**src/rtl/ycbcr_csd_pkg.sv**
```systemverilog
// Shared types and fixed-point constants for the streaming RGB->YCbCr converter.
// Coefficients are Q16; rows are ordered Y, Cb, Cr and columns are R, G, B.
package ycbcr_csd_pkg;

    typedef enum logic {
        MODE_FULL   = 1'b0,
        MODE_STUDIO = 1'b1
    } mode_e;

    localparam int ACC_W = 8 + 16 + 3;
    localparam int NCOEF = 9;

    localparam int COEF_FULL [NCOEF] = '{
        19595,  38470,   7471,
       -11058, -21710,  32768,
        32768, -27439,  -5329
    };

    // Studio chroma is the full-range set scaled by 224/255.
    // The Cb R term is trimmed by one LSB so each chroma row sums to zero,
    // which makes gray inputs land exactly on 128.
    localparam int COEF_STUDIO [NCOEF] = '{
        16829,  33039,   6416,
        -9713, -19071,  28784,
        28784, -24103,  -4681
    };

    localparam int OFF_FULL   [3] = '{0, 128, 128};
    localparam int OFF_STUDIO [3] = '{16, 128, 128};

endpackage

```
**src/rtl/ycbcr_csd_stream_if.sv**
```systemverilog
// Pixel stream bundle: RGB input beats in, YCbCr output beats out,
// each side with its own valid/ready pair and sof/eol sideband.
interface ycbcr_csd_stream_if #(
    parameter int LANES = 1,
    parameter int IW    = 8,
    parameter int OW    = 8
);
    logic                  in_valid;
    logic                  in_ready;
    logic                  in_sof;
    logic                  in_eol;
    logic                  range_sel;
    logic [LANES*IW-1:0]   r_in;
    logic [LANES*IW-1:0]   g_in;
    logic [LANES*IW-1:0]   b_in;
    logic                  out_valid;
    logic                  out_ready;
    logic                  out_sof;
    logic                  out_eol;
    logic [LANES*OW-1:0]   y_out;
    logic [LANES*OW-1:0]   cb_out;
    logic [LANES*OW-1:0]   cr_out;

    modport slave (
        input  in_valid, in_sof, in_eol, range_sel,
        input  r_in, g_in, b_in, out_ready,
        output in_ready, out_valid, out_sof, out_eol,
        output y_out, cb_out, cr_out
    );

    modport master (
        output in_valid, in_sof, in_eol, range_sel,
        output r_in, g_in, b_in, out_ready,
        input  in_ready, out_valid, out_sof, out_eol,
        input  y_out, cb_out, cr_out
    );

endinterface

```
**src/rtl/ycbcr_csd_lane.sv**
```systemverilog
// One pixel's datapath: input regs, CSD partial products, then
// sum + offset + round + saturate. Stage enables come from the top.
import ycbcr_csd_pkg::*;

module ycbcr_csd_lane #(
    parameter int IW    = 8,
    parameter int SCALE = 16,
    parameter int OW    = 8
) (
    input  logic          clk,
    input  logic          rst_n,
    input  logic          en1_i,
    input  logic          en2_i,
    input  logic          en3_i,
    input  mode_e         mode1_i,
    input  mode_e         mode2_i,
    input  logic [IW-1:0] r_i,
    input  logic [IW-1:0] g_i,
    input  logic [IW-1:0] b_i,
    output logic [OW-1:0] y_o,
    output logic [OW-1:0] cb_o,
    output logic [OW-1:0] cr_o
);

    localparam int AW = (IW + SCALE + 3 > ACC_W) ? IW + SCALE + 3 : ACC_W;

    typedef logic signed [AW-1:0] acc_t;

    logic [IW-1:0] r_q, g_q, b_q;
    acc_t          pp_d [NCOEF];
    acc_t          pp_q [NCOEF];
    logic [OW-1:0] y_d, cb_d, cr_d;
    logic [OW-1:0] y_q, cb_q, cr_q;

    // Constant c is recoded to signed digits on the fly; with c fixed per
    // call this folds to a handful of shifted adds/subtracts of x.
    function automatic acc_t csd_mul(input logic [IW-1:0] x, input int c);
        acc_t acc;
        acc_t xs;
        int   n;
        acc = '0;
        xs  = acc_t'(x);
        n   = c;
        for (int i = 0; i < SCALE + 2; i++) begin
            if (n[1:0] == 2'b01) begin
                acc = acc + (xs <<< i);
                n   = n - 1;
            end else if (n[1:0] == 2'b11) begin
                acc = acc - (xs <<< i);
                n   = n + 1;
            end
            n = n >>> 1;
        end
        return acc;
    endfunction

    function automatic logic [OW-1:0] rnd_sat(
        input acc_t a,
        input acc_t b,
        input acc_t c,
        input int   off
    );
        acc_t s;
        s = a + b + c + (acc_t'(off) <<< SCALE) + (acc_t'(1) <<< (SCALE - 1));
        s = s >>> SCALE;
        if (s < 0) return '0;
        if (s > acc_t'((1 << OW) - 1)) return '1;
        return s[OW-1:0];
    endfunction

    always_comb begin
        for (int j = 0; j < NCOEF; j++) begin
            pp_d[j] = (mode1_i == MODE_STUDIO)
                ? csd_mul((j % 3 == 0) ? r_q : (j % 3 == 1) ? g_q : b_q,
                          COEF_STUDIO[j])
                : csd_mul((j % 3 == 0) ? r_q : (j % 3 == 1) ? g_q : b_q,
                          COEF_FULL[j]);
        end
    end

    always_comb begin
        y_d  = rnd_sat(pp_q[0], pp_q[1], pp_q[2],
                       (mode2_i == MODE_STUDIO) ? OFF_STUDIO[0] : OFF_FULL[0]);
        cb_d = rnd_sat(pp_q[3], pp_q[4], pp_q[5],
                       (mode2_i == MODE_STUDIO) ? OFF_STUDIO[1] : OFF_FULL[1]);
        cr_d = rnd_sat(pp_q[6], pp_q[7], pp_q[8],
                       (mode2_i == MODE_STUDIO) ? OFF_STUDIO[2] : OFF_FULL[2]);
    end

    always_ff @(posedge clk or negedge rst_n) begin
        if (!rst_n) begin
            r_q  <= '0;
            g_q  <= '0;
            b_q  <= '0;
            for (int j = 0; j < NCOEF; j++) pp_q[j] <= '0;
            y_q  <= '0;
            cb_q <= '0;
            cr_q <= '0;
        end else begin
            if (en1_i) begin
                r_q <= r_i;
                g_q <= g_i;
                b_q <= b_i;
            end
            if (en2_i) pp_q <= pp_d;
            if (en3_i) begin
                y_q  <= y_d;
                cb_q <= cb_d;
                cr_q <= cr_d;
            end
        end
    end

    assign y_o  = y_q;
    assign cb_o = cb_q;
    assign cr_o = cr_q;

endmodule

```
**src/rtl/ycbcr_csd_stream.sv**
```systemverilog
// Streaming RGB->YCbCr converter: 3-stage elastic pipeline over LANES
// pixel lanes, with per-frame range mode carried alongside each beat.
import ycbcr_csd_pkg::*;

module ycbcr_csd_stream #(
    parameter int LANES       = 1,
    parameter int INPUT_WIDTH = 8,
    parameter int SCALE       = 16,
    parameter int OUT_WIDTH   = 8
) (
    input logic              clk,
    input logic              rst_n,
    ycbcr_csd_stream_if.slave bus
);

    logic  v1_q, v2_q, v3_q;
    logic  v1_d, v2_d, v3_d;
    logic  ld1, ld2, ld3;
    logic  accept;
    logic  en2, en3;
    mode_e mode_q, mode_d;
    mode_e m1_q, m2_q;
    logic  sof1_q, sof2_q, sof3_q;
    logic  eol1_q, eol2_q, eol3_q;

    logic [LANES*OUT_WIDTH-1:0] y_w, cb_w, cr_w;

    // A stage may load when empty or when the stage after it is loading,
    // so bubbles collapse and in_ready never looks at in_valid.
    always_comb begin
        ld3    = !v3_q || bus.out_ready;
        ld2    = !v2_q || ld3;
        ld1    = !v1_q || ld2;
        accept = ld1 && bus.in_valid;
        en2    = ld2 && v1_q;
        en3    = ld3 && v2_q;
        v1_d   = ld1 ? bus.in_valid : v1_q;
        v2_d   = ld2 ? v1_q : v2_q;
        v3_d   = ld3 ? v2_q : v3_q;
        mode_d = bus.in_sof ? mode_e'(bus.range_sel) : mode_q;
    end

    always_ff @(posedge clk or negedge rst_n) begin
        if (!rst_n) begin
            v1_q   <= 1'b0;
            v2_q   <= 1'b0;
            v3_q   <= 1'b0;
            mode_q <= MODE_FULL;
            m1_q   <= MODE_FULL;
            m2_q   <= MODE_FULL;
            sof1_q <= 1'b0;
            sof2_q <= 1'b0;
            sof3_q <= 1'b0;
            eol1_q <= 1'b0;
            eol2_q <= 1'b0;
            eol3_q <= 1'b0;
        end else begin
            v1_q <= v1_d;
            v2_q <= v2_d;
            v3_q <= v3_d;
            if (accept) begin
                mode_q <= mode_d;
                m1_q   <= mode_d;
                sof1_q <= bus.in_sof;
                eol1_q <= bus.in_eol;
            end
            if (en2) begin
                m2_q   <= m1_q;
                sof2_q <= sof1_q;
                eol2_q <= eol1_q;
            end
            if (en3) begin
                sof3_q <= sof2_q;
                eol3_q <= eol2_q;
            end
        end
    end

    for (genvar k = 0; k < LANES; k++) begin : g_lane
        ycbcr_csd_lane #(
            .IW    (INPUT_WIDTH),
            .SCALE (SCALE),
            .OW    (OUT_WIDTH)
        ) u_lane (
            .clk     (clk),
            .rst_n   (rst_n),
            .en1_i   (accept),
            .en2_i   (en2),
            .en3_i   (en3),
            .mode1_i (m1_q),
            .mode2_i (m2_q),
            .r_i     (bus.r_in[k*INPUT_WIDTH +: INPUT_WIDTH]),
            .g_i     (bus.g_in[k*INPUT_WIDTH +: INPUT_WIDTH]),
            .b_i     (bus.b_in[k*INPUT_WIDTH +: INPUT_WIDTH]),
            .y_o     (y_w[k*OUT_WIDTH +: OUT_WIDTH]),
            .cb_o    (cb_w[k*OUT_WIDTH +: OUT_WIDTH]),
            .cr_o    (cr_w[k*OUT_WIDTH +: OUT_WIDTH])
        );
    end

    assign bus.in_ready  = ld1;
    assign bus.out_valid = v3_q;
    assign bus.out_sof   = sof3_q;
    assign bus.out_eol   = eol3_q;
    assign bus.y_out     = y_w;
    assign bus.cb_out    = cb_w;
    assign bus.cr_out    = cr_w;

endmodule

```
**src/flat_wrapper.sv**
```systemverilog
// flat-port wrapper written by rule: the top's interface ports become plain ports
module ycbcr_csd_stream_flat 
#(
    parameter int LANES       = 1,
    parameter int INPUT_WIDTH = 8,
    parameter int SCALE       = 16,
    parameter int OUT_WIDTH   = 8
)
  (clk, rst_n, bus_in_valid, bus_in_sof, bus_in_eol, bus_range_sel, bus_r_in, bus_g_in, bus_b_in, bus_out_ready, bus_in_ready, bus_out_valid, bus_out_sof, bus_out_eol, bus_y_out, bus_cb_out, bus_cr_out);
  ycbcr_csd_stream_if #(.LANES(LANES), .IW(8), .OW(8)) bus_i ();
  input logic clk;
  input logic rst_n;
  input wire logic [$bits(bus_i.in_valid)-1:0] bus_in_valid;
  input wire logic [$bits(bus_i.in_sof)-1:0] bus_in_sof;
  input wire logic [$bits(bus_i.in_eol)-1:0] bus_in_eol;
  input wire logic [$bits(bus_i.range_sel)-1:0] bus_range_sel;
  input wire logic [$bits(bus_i.r_in)-1:0] bus_r_in;
  input wire logic [$bits(bus_i.g_in)-1:0] bus_g_in;
  input wire logic [$bits(bus_i.b_in)-1:0] bus_b_in;
  input wire logic [$bits(bus_i.out_ready)-1:0] bus_out_ready;
  output wire logic [$bits(bus_i.in_ready)-1:0] bus_in_ready;
  output wire logic [$bits(bus_i.out_valid)-1:0] bus_out_valid;
  output wire logic [$bits(bus_i.out_sof)-1:0] bus_out_sof;
  output wire logic [$bits(bus_i.out_eol)-1:0] bus_out_eol;
  output wire logic [$bits(bus_i.y_out)-1:0] bus_y_out;
  output wire logic [$bits(bus_i.cb_out)-1:0] bus_cb_out;
  output wire logic [$bits(bus_i.cr_out)-1:0] bus_cr_out;
  assign bus_i.in_valid = bus_in_valid;
  assign bus_i.in_sof = bus_in_sof;
  assign bus_i.in_eol = bus_in_eol;
  assign bus_i.range_sel = bus_range_sel;
  assign bus_i.r_in = bus_r_in;
  assign bus_i.g_in = bus_g_in;
  assign bus_i.b_in = bus_b_in;
  assign bus_i.out_ready = bus_out_ready;
  assign bus_in_ready = bus_i.in_ready;
  assign bus_out_valid = bus_i.out_valid;
  assign bus_out_sof = bus_i.out_sof;
  assign bus_out_eol = bus_i.out_eol;
  assign bus_y_out = bus_i.y_out;
  assign bus_cb_out = bus_i.cb_out;
  assign bus_cr_out = bus_i.cr_out;
  ycbcr_csd_stream #(.LANES(LANES), .INPUT_WIDTH(INPUT_WIDTH), .SCALE(SCALE), .OUT_WIDTH(OUT_WIDTH)) u_core (.clk(clk), .rst_n(rst_n), .bus(bus_i));
endmodule
```
**config.mk**
```make
export PLATFORM = sky130hd
export DESIGN_NAME = ycbcr_csd_stream_flat
export DESIGN_NICKNAME = d
export VERILOG_FILES = /design/src/rtl/ycbcr_csd_pkg.sv /design/src/rtl/ycbcr_csd_stream_if.sv /design/src/rtl/ycbcr_csd_lane.sv /design/src/rtl/ycbcr_csd_stream.sv /design/src/flat_wrapper.sv
export SDC_FILE = /design/constraint.sdc
export NUM_CORES = 2
export LEC_CHECK = 0
export CORE_MARGIN = 5
export CORE_UTILIZATION = 25
export DETAILED_ROUTE_END_ITERATION = 8
export DONT_BUFFER_PORTS = 1
export SLEW_MARGIN = 10
export SYNTH_ARGS = -nofsm -noshare
export SYNTH_HDL_FRONTEND = slang
export SYNTH_SLANG_ARGS = --single-unit
```
**constraint.sdc**
```tcl
create_clock -name clk -period 17.15 [get_ports clk]
set_clock_uncertainty 0.15 [all_clocks]
set_input_delay 1.715 -clock clk [delete_from_list [all_inputs] [get_ports clk]]
set_output_delay 1.715 -clock clk [all_outputs]
set_load 0.02 [all_outputs]
```
* After elaboration in Yosys (flattened, before gate mapping)
Cells that the tools add are included.
** Cells by class
- $add $sub $neg :: 90
- $lt $le $gt $ge :: 6
- Multiplexer cells :: 31
- Reductions and logical operators :: 10
** Operator list (number)
- $mux W27 :: 9
- $add A27 B27 Y27 :: 7
- $sub A27 B21 Y27 :: 5
- $sub A27 B19 Y27 :: 4
- $mux W8 :: 12
- $add A27 B16 Y27 :: 3
- $add A27 B17 Y27 :: 3
- $add A27 B17 Y27 const B :: 3
- $add A27 B21 Y27 :: 3
- $add A27 B22 Y27 :: 3
- $sub A27 B15 Y27 :: 3
- $sub A27 B20 Y27 :: 3
- $sub A27 B23 Y27 :: 3
- $add A27 B13 Y27 :: 2
- $add A27 B18 Y27 :: 2
- $add A27 B19 Y27 :: 2
- $add A27 B24 Y27 :: 2
- $add A27 B25 Y27 const B :: 2
- $sub A27 B17 Y27 :: 2
- $sub A27 B24 Y27 :: 2
- $sub A16 B18 Y19 :: 2
- $gt A11 B9 Y1 const B :: 3
- $lt A11 B1 Y1 const B :: 3
- $add A13 B15 Y16 :: 2
- other kinds (33) :: 52
** Word-level totals
- Flip-flop bits (word level) :: 302
- Input bits :: 31
- Output and inout bits :: 28
- Word-level logic and storage cells :: 163

* Depth between registers and ports, before layout
- Depth in word-level cells :: 9
- Depth in mapped cells :: 34
- Mapped depth without buffers :: 32

* Modules after synthesis
From an unflattened synthesis, not the netlist that was laid out.
** Unflattened totals
- Cells, all modules :: 5178
- Area total of the unflattened synthesis :: 45317.2 sq um
** By module, submodules not included
- ycbcr_csd_lane :: times used 1, cells an instance 5146, area an instance 44850.5 sq um, sequential area each 7056.8 sq um
- ycbcr_csd_stream :: times used 1, cells an instance 32, area an instance 466.7 sq um, sequential area each 275.3 sq um

* Least setup slack after synthesis
Ideal clock, no wire load.
- Path kind :: register to register
- From :: register u_core.g_lane[0].u_lane.g_q[3]
- To :: register u_core.g_lane[0].u_lane.pp_q[50] (netlist name)
- Library setup time :: 145 ps
- Arrival :: 7344 ps
- Required time :: 16855 ps
- Slack :: 9511 ps
- Stages on the path, launching flop included :: 30
- Period minus slack after synthesis :: 7639 ps
- Cell sequence :: dfrtp_1 inv_1 ha_1 fa_1 nor2_1 nor2_1 nor2_1 nor2_1 nor2_1 nor2_1 nor3_1 fa_1 inv_1 ha_1 a21o_1 a21oi_1 o21ai_0 nor3_1 xnor2_1 fa_1 ha_1 and3_1 a221o_1 a21o_1 a21oi_1 o21ai_1 a2111oi_0 or3_1 xnor2_1 o221ai_1
** On the way
- Word-level cells in the longest chain between the ends :: 7
** RTL lines
- start, declared :: line ycbcr_csd_lane.sv:29 : logic [IW-1:0] r_q, g_q, b_q;
- start signal, assigned :: line ycbcr_csd_lane.sv:102 : g_q <= g_i;
- $add A8 B12 Y13
- $sub A27 B15 Y27 :: line ycbcr_csd_lane.sv:49 : acc = acc - (xs <<< i);
- $add A27 B17 Y27 :: line ycbcr_csd_lane.sv:46 : acc = acc + (xs <<< i);
- $add A27 B19 Y27 :: line ycbcr_csd_lane.sv:46
- $add A27 B21 Y27 :: line ycbcr_csd_lane.sv:46
- $sub A27 B24 Y27 :: line ycbcr_csd_lane.sv:49
- $mux W27 (*) :: line ycbcr_csd_lane.sv:74 : ? csd_mul((j % 3 == 0) ? r_q : (j % 3 == 1) ? g_q : b_q,
- end signal, assigned :: line ycbcr_csd_lane.sv:105 : if (en2_i) pp_q <= pp_d;
- end, declared :: line ycbcr_csd_lane.sv:31 : acc_t pp_q [NCOEF];
Mark *: on every way between the ends. The rest lies on a longest branch, timed or not.
A chain may end at the register's enable or synchronous reset.

* Worst setup path in the final report
- From :: register u_core.g_lane[0].u_lane.b_q[0]
- To :: register u_core.g_lane[0].u_lane.pp_q[26] (netlist name)
** On the way
- Word-level cells in the longest chain between the ends :: 7
** RTL lines
- start, declared :: line ycbcr_csd_lane.sv:29
- start signal, assigned :: line ycbcr_csd_lane.sv:103 : b_q <= b_i;
- $sub A1 B8 Y9 :: line ycbcr_csd_lane.sv:49
- $sub A9 B13 Y14
- $add A27 B15 Y27 :: line ycbcr_csd_lane.sv:46
- $sub A27 B17 Y27 :: line ycbcr_csd_lane.sv:49
- $sub A27 B19 Y27 :: line ycbcr_csd_lane.sv:49
- $sub A27 B21 Y27 :: line ycbcr_csd_lane.sv:49
- $mux W27 (*) :: line ycbcr_csd_lane.sv:74
Marked as above.

==> flow_metrics.tcl <==
set metrics [dict create \
    outcome "finished, violations left" \
    violations "slew limit" \
    final_core_util 0.275 \
    drive_above_1_share 0.0417 \
    critPathLaunch "u_core.g_lane[0].u_lane.b_q[0]$_DFFE_PN0P_" \
    slew_headroom -0.0282 \
    synth_seq_area_share 0.164 \
    cts_setup_buffers 0 \
    grt_pass1_wl_mm 216 \
    ys_ff_latch 293 \
    end_kind "flip-flop" \
    routed_via_density 4.89 \
    synth_cells 5090 \
    num-nets-final 6299 \
    path_max_fanout 21 \
    routedWlPerCell_um 19.0 \
    final_max_slew_viol_count 60 \
    setup_tns_ns 0 \
    crit_required_ns 17.49 \
    critical_path.startpoint_type "flip-flop" \
    finalCritPeriodShare 0.465 \
    firstDrtPassIters 5 \
    dominantRegCellSynth "dfrtp_1" \
    vias 36500 \
    core_mm2 0.178 \
    cts_made_buffers 39 \
    max_cap_violations 0 \
    clk_root_buffer_cell "clkbuf_16" \
    antenna_found_initial 10 \
    yosys_warnings 0 \
    die_x_um 433 \
    totalWireLength_mm 142 \
    ys_types 92 \
    worstReg2RegEnd "u_core.g_lane[0].u_lane.pp_q[26]$_DFFE_PN0P_" \
    fillers 19000 \
    die_h_um 433 \
    port_buffers 0 \
    cts_tree "yes" \
    ioPinCount 59 \
    r2r_start "u_core.g_lane[0].u_lane.b_q[0]$_DFFE_PN0P_" \
    die_area_mm2 0.187 \
    seq_area_mm2 0.00734 \
    hold_path_class "reg2reg" \
    rsz0062_at_grt "false" \
    path_class "reg2reg" \
    syn2layout_area_growth_pct 9.56 \
    clock-sinks 293 \
    grt_overflow_total 0 \
    whs_ns 0.325 \
    crit_slowest_cell "inv_1" \
    cp.depth 24 \
    num_rows 155 \
    drt.antenna.violating_nets 0 \
    path_cells "buf_4 -> inv_1 -> ha_1 -> xor2_1 -> inv_1 -> ha_1 -> o21bai_1 -> a221oi_1 -> o21a_1 -> o211ai_1 -> o21ai_0 -> inv_1 -> nand2_1 -> fa_1 -> ha_1 -> and2_1 -> a22o_1 -> or2_2 -> a21o_1 -> o41ai_2 -> o21a_1 -> nand4_1 -> mux2i_1 -> a22o_1" \
    tightest_slew_ns 1.54 \
    path_clk_slew_ns 0.06 \
    grt_usage 0.148 \
    whs_path_depth 2 \
    synth_edf_count 0 \
    drc 0 \
    ff2ff_path_depth 24 \
    gp_congestion 0.921 \
    cts_htree_levels 2 \
    synthesis.area_mm2 0.0446 \
    grt_max_degree 294 \
    layout_min_cycle_time_ns 7.98 \
    grt_pass1_vias 36200 \
    regToRegSetupSlack_ns 9.17 \
    first_iter_violations 2628 \
    syn_avg_cell_area_um2 8.77 \
    synth-async-reset-ratio 1.00 \
    path_buf_inv 4 \
    cts_resized 0 \
    multi_input_area_mm2 0.0346 \
    holdCritStartpoint "u_core.eol1_q$_DFFE_PN0P_" \
    max_freq_mhz 125 \
    clkLatencyLatePin_ns 0.60 \
    min_to "u_core.eol2_q$_DFFE_PN0P_" \
    crit_arrival_ns 8.31 \
    placed_area_mm2 0.0476 \
    finalHoldViolCount 0 \
    setup_viol 0 \
    stdcell_area_mm2 0.0489 \
    dp_hpwl_mm 110 \
    clockBufferDepth 3 \
    layout_commonest_cell "ha_1" \
    start_util 0.251 \
    slowest_delay_ns 0.60 \
    syn_nets 6307 \
    cts_hold_buf 0 \
    final_cell_mix "882 x ha_1, 619 x inv_1, 376 x nand2_1, 357 x a21oi_1, 353 x o21ai_0" \
    critical_path.top_delay_family "compound AO/OA/AOI/OAI gates" \
]
-- worst max path at each step --
stage / to / slack [ns]
floorplan: u_core.g_lane[0].u_lane.pp_q[50]$_DFFE_PN0P_ / 9.51
global route: u_core.g_lane[0].u_lane.pp_q[26]$_DFFE_PN0P_ / 8.77
finish: u_core.g_lane[0].u_lane.pp_q[26]$_DFFE_PN0P_ / 9.17
detailed placement: u_core.g_lane[0].u_lane.pp_q[26]$_DFFE_PN0P_ / 9.27
global placement: u_core.g_lane[0].u_lane.pp_q[50]$_DFFE_PN0P_ / 9.34
CTS: u_core.g_lane[0].u_lane.pp_q[26]$_DFFE_PN0P_ / 9.24
-- metal layers --
metal,GRT usage,vias to the layer above,share of wire
met4,0.0518,2,0.040
met1,0.199,17900,0.45
met2,0.245,900,0.46
li1,-,17600,-
met5,0,-,0.000085
met3,0.0188,215,0.049
-- cells in the mapped netlist (all sizes together) (32+ instances only) --
cell type  count  area [um2]
a211oi        45         343
a21o         140        1050
a21oi        361        1830
a31oi         36         246
clkbuf        97         364
dfrtp        293        7330
fa           304        6090
ha           882       11000
inv          620        2330
nand2        379        1430
nand2b        54         338
nand3         60         300
nor2         329        1230
nor2b         45         282
nor3          87         435
o21a          58         435
o21ai        372        1870
o21bai        40         300
or3           32         200
xnor2        266        2340
xor2         136        1190
-- through the flow --
stage	cells	setup WS [ns]
finish	7466	9.17
global placement	7396	9.34
floorplan	5090	9.51
CTS	7464	9.24
global route	7465	8.77
detailed placement	7396	9.27
-- logic make-up (layout without fill, tap and decap cells) --
family,after synthesis,in the layout,synth area share
buffers and inverters,729,748,0.0614
muxes,45,45,0.0109
other,0,2,0
xor gates and xnor gates,402,402,0.0791
and+or+nand+nor,1113,1113,0.114
adders and majority gates,1186,1186,0.384
DFF,293,293,0.164
AOI/OAI and AO/OA,1322,1322,0.187
-- worst register-to-register path, stage by stage, from the launching register on --
cell      delay (ns)
dfrtp_1         0.36
buf_4           0.24
inv_1           0.62
ha_1            0.37
xor2_1          0.57
inv_1           0.26
ha_1            0.43
o21bai_1        0.13
a221oi_1        0.45
o21a_1          0.18
o211ai_1        0.17
o21ai_0         0.55
inv_1           0.30
nand2_1         0.21
fa_1            0.44
ha_1            0.35
and2_1          0.19
a22o_1          0.22
or2_2           0.29
a21o_1          0.21
o41ai_2         0.48
o21a_1          0.26
nand4_1         0.12
mux2i_1         0.14
a22o_1          0.20
-- final cells by class --
class | count | share of cell area
Clock buffer | 55 | 0.0234
Timing Repair Buffer | 58 | 0.00890
Sequential cell | 293 | 0.150
Multi-Input combinational cell | 4068 | 0.707
Inverter | 622 | 0.0478
Tap cell | 2355 | 0.0603
Clock inverter | 13 | 0.00238
Antenna cell | 2 | 0.000102
-- registers in the layout (all words and copies together) (netlist names) --
signal / count
u_core.eol2_q: 1
u_core.eol1_q: 1
u_core.g_lane.u_lane.b_q: 8
u_core.g_lane.u_lane.cb_o: 8
u_core.g_lane.u_lane.r_q: 8
u_core.v2_q: 1
u_core.m2_q: 1
u_core.bus.out_eol: 1
u_core.g_lane.u_lane.y_o: 8
u_core.bus.out_valid: 1
u_core.v1_q: 1
u_core.g_lane.u_lane.g_q: 8
u_core.g_lane.u_lane.pp_q: 234
u_core.g_lane.u_lane.cr_o: 8
u_core.sof2_q: 1
u_core.bus.out_sof: 1
u_core.mode_q: 1
u_core.sof1_q: 1
Power is not shown: default switching activity piles up to over one toggle a cycle in this logic, so the estimate is an artifact.
